**src/rtl/pc_sequencer.sv**
```systemverilog
// pc_sequencer: owns the PC and sequences instruction fetch over a req/ack memory port and a valid/ready decode port.
// Optional exception entry (EXC/EPC ports, EXC_VECTOR) is compiled in with `define PC_SEQ_EXC_EN.
module pc_sequencer #(
    parameter logic [31:0] RESET_VECTOR = 32'h00400000
) (
    input  logic        CLK,
    input  logic        RST,
    output logic        o_imem_req,
    output logic [31:0] o_imem_addr,
    input  logic        i_imem_ack,
    input  logic [31:0] i_imem_rdata,
    output logic        o_instr_valid,
    input  logic        i_instr_ready,
    output logic [31:0] o_instr,
    output logic [31:0] o_instr_pc,
    input  logic        i_redirect,
    input  logic [31:0] i_redirect_target,
`ifdef PC_SEQ_EXC_EN
    input  logic        i_exc,
    output logic [31:0] o_epc,
`endif
    output logic [31:0] o_pc
);
    typedef enum logic [1:0] {IDLE, FETCH, ISSUE, DRAIN} state_t;

    state_t      r_state;
    logic [31:0] r_pc;
    logic [31:0] r_pending;
    logic [31:0] r_instr;
    logic [31:0] r_instr_pc;
    logic        r_req;
    logic        r_valid;
    logic        w_take;
    logic [31:0] w_tgt;

`ifdef PC_SEQ_EXC_EN
    localparam logic [31:0] EXC_VECTOR = 32'h80000180;
    logic        w_exc;
    logic [31:0] r_epc;
    // Exceptions are only recognised once fetching has started; EXC outranks REDIRECT.
    assign w_exc  = i_exc && (r_state != IDLE);
    assign w_tgt  = w_exc ? EXC_VECTOR : (i_redirect_target & ~32'h3);
    assign w_take = w_exc || i_redirect;
    assign o_epc  = r_epc;
`else
    assign w_tgt  = i_redirect_target & ~32'h3;
    assign w_take = i_redirect;
`endif

    always_ff @(posedge CLK or negedge RST) begin
        if (!RST) begin
            r_state    <= IDLE;
            r_pc       <= RESET_VECTOR;
            r_pending  <= '0;
            r_instr    <= '0;
            r_instr_pc <= '0;
            r_req      <= 1'b0;
            r_valid    <= 1'b0;
`ifdef PC_SEQ_EXC_EN
            r_epc      <= '0;
`endif
        end else begin
`ifdef PC_SEQ_EXC_EN
            if (w_exc)
                r_epc <= (r_state == ISSUE) ? r_instr_pc : r_pc;
`endif
            case (r_state)
                IDLE: begin
                    r_state <= FETCH;
                    r_req   <= 1'b1;
                    if (w_take)
                        r_pc <= w_tgt;
                end
                FETCH: begin
                    if (w_take && i_imem_ack) begin
                        r_pc <= w_tgt;
                    end else if (w_take) begin
                        // Address must stay put until the in-flight request is acked.
                        r_pending <= w_tgt;
                        r_state   <= DRAIN;
                    end else if (i_imem_ack) begin
                        r_instr    <= i_imem_rdata;
                        r_instr_pc <= r_pc;
                        r_req      <= 1'b0;
                        r_valid    <= 1'b1;
                        r_state    <= ISSUE;
                    end
                end
                ISSUE: begin
                    if (w_take || i_instr_ready) begin
                        r_pc    <= w_take ? w_tgt : r_pc + 32'd4;
                        r_valid <= 1'b0;
                        r_req   <= 1'b1;
                        r_state <= FETCH;
                    end
                end
                DRAIN: begin
                    if (w_take)
                        r_pending <= w_tgt;
                    if (i_imem_ack) begin
                        r_pc    <= w_take ? w_tgt : r_pending;
                        r_state <= FETCH;
                    end
                end
                default: r_state <= IDLE;
            endcase
        end
    end

    assign o_imem_req    = r_req;
    assign o_imem_addr   = r_pc;
    assign o_instr_valid = r_valid;
    assign o_instr       = r_instr;
    assign o_instr_pc    = r_instr_pc;
    assign o_pc          = r_pc;
endmodule

```
**config.mk**
```make
export PLATFORM = sky130hd
export DESIGN_NAME = pc_sequencer
export DESIGN_NICKNAME = d
export VERILOG_FILES = /design/src/rtl/pc_sequencer.sv
export SDC_FILE = /design/constraint.sdc
export NUM_CORES = 1
export LEC_CHECK = 0
export CORE_ASPECT_RATIO = 0.5
export CORE_MARGIN = 4
export CORE_UTILIZATION = 51
export CTS_CLUSTER_SIZE = 40
export DETAILED_ROUTE_END_ITERATION = 10
export PLACE_DENSITY = 0.95
export SLEW_MARGIN = 5
export SYNTH_ARGS = -nofsm -noshare
export SYNTH_HDL_FRONTEND = slang
export SYNTH_SLANG_ARGS = --single-unit
```
**constraint.sdc**
```tcl
create_clock -name CLK -period 3.2 [get_ports CLK]
set_clock_uncertainty 0.15 [all_clocks]
set_input_delay 0.32 -clock CLK [delete_from_list [all_inputs] [get_ports CLK]]
set_output_delay 0.32 -clock CLK [all_outputs]
set_load 0.005 [all_outputs]
```
==> summary.md <==
Data arrives at the worst endpoint at 2.86 ns. The area growth from synthesis to layout is 40.0%. The die is 168 um wide. The run gives 0.495 as the max-slew headroom at the worst pin.

The clock tree synthesis step divided the H-tree into 4 levels. The fraction of registers with async set/reset works out to 1.00. Summing all placed instances gives a cell area of 0.00848 mm^2.

The run gives 0.339 as the met1 routing resource usage after global routing. The tools report the final setup violation count as 0. Of all nets on the critical path, the largest fanout is 17.

Before antenna repair, the detailed router went through 6 iterations. The layout filler cell count came out at 683. In the final design database the tool counted 823 nets.

The run gives 0 as the DRC violations left. Kind of launch point of the worst setup path: a flop. The repair_antennas step left the layout with diodes totalling 0.

met2 is the most crowded layer. Synthesis produced a netlist whose cell count is 587. The HPWL reported at the end of detailed placement was 13100 um.

The setup path with the least slack is of type flop to flop. Summed over all cells, the static leakage comes to 3.71 nW. The maximum number of pins on one net before global-route repair was 63; the total power per unit cell area was 744 mW/mm^2. Buffers added to address setup during post-CTS repair amount to 0. The maximum vdd ir drop was 0.493 mV.

TritonCTS built the clock tree. Number of max-slew violations in the final report: 0. The floorplan step defined a die boundary enclosing 0.0148 mm^2. During I/O placement, the number of pins put on the boundary was 199.

The tools report the total routing usage reported by global routing as 0.271. Adding up every negative setup slack in the final design gives 0 ns. The part of the cycle the worst path needs was 0.857; the slew at the pin closest to its max-slew limit was 0.753 ns.

At the worst endpoint, the required time is 3.32 ns. In the final routed layout, each cell accounts on average for 21.4 um. Synthesis produced a netlist with a net count of 657. The via density per instance is 6.20.

After clock tree synthesis, the clock-pin slew on the worst setup and hold paths is 0.06 ns. In this run, distinct cell masters in the synthesized netlist total 53. In this run, synthesis inferred 0 flip-flops with an integrated enable. Setup repair after global routing left no endpoint under its margin. After synthesis the cells add up to 0.00653 mm^2. Dividing the synthesized area by the synthesized cell count gives 11.1 um^2. For the number of warnings issued by yosys, the log shows 0. The path category of the worst min-delay check is primary input to asynchronous set/reset pin. Effective utilization at floorplan: 0.537. The routed layout has 5768 vias. The worst register-to-register path ends at o_imem_addr[11]. Dominant cell type by count on the critical path: o21ai_0. The share of synthesized area occupied by flip-flops and latches is 0.506. The run gives 0.456 ns as the final worst slack. Prior to clock tree synthesis, the placed netlist has a worst setup slack of 0.379 ns. Overall power consumption after layout is estimated at 0.00681 W.

Setup slack on the worst reg-to-reg path comes out at 0.46 ns. The die height was 88.0 um; the number of nets with antenna violations after routing was 0. In this run the critical register-to-register path is launched from r_state[0].

Counting along the longest clock path gives a buffer depth of 2. Cell chosen for the clock root: clkbuf_16. The number of buffer cells added on primary ports was 196; the count of routing violations after the opening detailed-route iteration was 675.

Clock latency on the worst-skew pair, taken at its later pin, is 0.42 ns. Buffers inserted during clock tree synthesis total 17. The final estimated routing congestion in global placement was 0.887; the share of final-layout standard cells stronger than drive strength 1 was 0.201.

In this design, the stage delay of the slowest critical-path cell is 0.69 ns. The critical-path cell with the highest stage delay was dfrtp_1. For the count of endpoints failing hold in the final timing report, the log shows 0.

The global-route met3 utilization was 0.0708; the worst reg-to-reg path cell count was 6. The final critical path time including I/O delays and setup came out at 2.74 ns. The predominant post-synthesis flop cell is dfrtp_1. The tools report the wire length of the first global-routing pass as 31800 um. The fraction of met2 tracks used by global routing came out at 0.445. In this run, synthesis produced a sequential element count of 132.

For this block, the routed nets add up to 19900 um of wire. For the initial antenna violation count, the log shows 0. The run gives 0 as the count of max-cap constraint violations.

Static timing analysis puts the maximum clock frequency at 0.364 GHz. Number of buffers inserted by hold repair at cts: 1. The run gives 5942 as the via count of the first global-routing pass. The core region is 0.0122 mm^2. The tools report the number of gates given a new drive strength after cts as 0.

The area used by sequential logic in the layout was 0.00330 mm^2; the placement row count was 28. The number of sinks driven by the clock tree was 132. The kind of end point of the critical path was a flop. The critical path goes through buf_4, inv_1, nand3_1, a21oi_1, o21ai_0, o21ai_0.

Summing all non-filler instances in the final layout gives an area of 0.00915 mm^2. For this run the aggregate overflow at the end of global routing stands at 0. The multi-input combinational cells in the finished layout cover a total of 0.00282 mm^2. The flow ran to the end, and the final reports show no timing, DRC or antenna violations.
-- worst max path at each step --
stage | slack (ns) | start | end | depth (start not counted)
2_1_floorplan | 1.20 | o_imem_addr[2] | o_imem_addr[22] | 6
3_5_place_dp | 0.38 | i_redirect | o_imem_addr[21] | 5
5_1_grt | 0.39 | o_imem_addr[2] | o_imem_addr[16] | 6
6_report | 0.46 | r_state[0] | o_imem_addr[11] | 6
3_3_place_gp | 0.44 | i_redirect | o_imem_addr[21] | 5
4_1_cts | 0.58 | r_state[0] | o_imem_addr[11] | 6
-- sequential cells by signal (all words and copies together) (netlist names) --
name / count
o_imem_addr: 32
o_imem_req: 1
o_instr: 32
o_instr_pc: 32
o_instr_valid: 1
r_pending: 32
r_state: 2
-- cells by family after synthesis --
kind of cell               Yosys count  synth area share
AOI/OAI and AO/OA                  139             0.139
xor gates and xnor gates            13            0.0174
adders and majority gates            1           0.00192
buffers and inverters               74            0.0636
DFF                                132             0.506
muxes                               97             0.167
and+or+nand+nor                    131             0.105
-- where the power goes --
part           leakage, nW  internal, W  switching, W
Sequential            1.57      0.00214      0.000453
Combinational         1.83      0.00134      0.000714
Clock                0.310      0.00139      0.000768
-- layout make-up --
class,count,area share
flip-flops and latches,132,0.361
inverters,8,0.00328
clock inverters,15,0.0252
clock buffers,17,0.0465
multi-input cells,381,0.308
well taps,165,0.0226
repair buffers,213,0.233
-- metal layers --
layer,part of all wire,vias to the layer above
li1,-,2454
met1,0.37,2787
met2,0.48,434
met3,0.10,93
met4,0.040,0
met5,0,-
-- synth_stat cells (all sizes together) (2+ instances only) --
| master | instances | area [um^2] |
|---|---|---|
| nand2 | 38 | 143 |
| and4 | 2 | 17.5 |
| xor2 | 12 | 105 |
| dfrtp | 131 | 3280 |
| o22ai | 2 | 12.5 |
| mux2 | 94 | 1060 |
| inv | 8 | 30.0 |
| nor2b | 7 | 43.8 |
| nor4 | 2 | 27.5 |
| clkbuf | 19 | 71.3 |
| nand4 | 10 | 62.6 |
| buf | 47 | 314 |
| and3 | 9 | 56.3 |
| nand2b | 3 | 18.8 |
| a22oi | 6 | 45.0 |
| a211oi | 3 | 22.5 |
| a22o | 13 | 114 |
| nor2 | 24 | 90.1 |
| a221oi | 3 | 26.3 |
| a21o | 2 | 15.0 |
| o21ai | 54 | 270 |
| nor3b | 2 | 15.0 |
| a21oi | 17 | 85.1 |
| o21a | 3 | 22.5 |
| nand3 | 24 | 138 |
| o211ai | 10 | 75.1 |
| nor3 | 6 | 40.0 |
| a221o | 9 | 90.1 |
| a31oi | 8 | 50.1 |
| mux2i | 3 | 30.0 |
-- layout by cell type (no fill, tap or decap), types with 8 or more instances in the layout --
| cell type | netlist | layout |
|---|---|---|
| clkdlybuf4s50_1 | 0 | 195 |
| nand3_1 | 22 | 22 |
| nand4_1 | 10 | 10 |
| nand2_1 | 38 | 38 |
| a21oi_1 | 17 | 17 |
| clkbuf_16 | 0 | 17 |
| and3_1 | 9 | 9 |
| a22o_1 | 13 | 13 |
| a221o_1 | 9 | 9 |
| xor2_1 | 12 | 12 |
| buf_4 | 32 | 13 |
| nor2_1 | 24 | 23 |
| o211ai_1 | 10 | 10 |
| o21ai_0 | 53 | 53 |
| a31oi_1 | 8 | 8 |
| mux2_2 | 94 | 94 |
| inv_1 | 8 | 8 |
| dfrtp_1 | 131 | 131 |
-- metrics by stage --
step / hold WS [ns] / instances / utilization
2_1_floorplan: -0.126 / 587 / -
3_3_place_gp: 0.194 / 898 / 0.698
3_5_place_dp: 0.192 / 898 / 0.698
4_1_cts: 0.323 / 931 / 0.752
5_1_grt: 0.362 / 931 / 0.752
6_report: 0.303 / 931 / 0.752
-- critical path: cells and delay by family, from the launching register on --
family	cells	cell delay [ns]
flip-flops	1	0.69
buffers and inverters	2	0.53
AND/OR/NAND/NOR	1	0.60
AO/OA/AOI/OAI	3	0.61
Power figures use the tool's default switching activity.
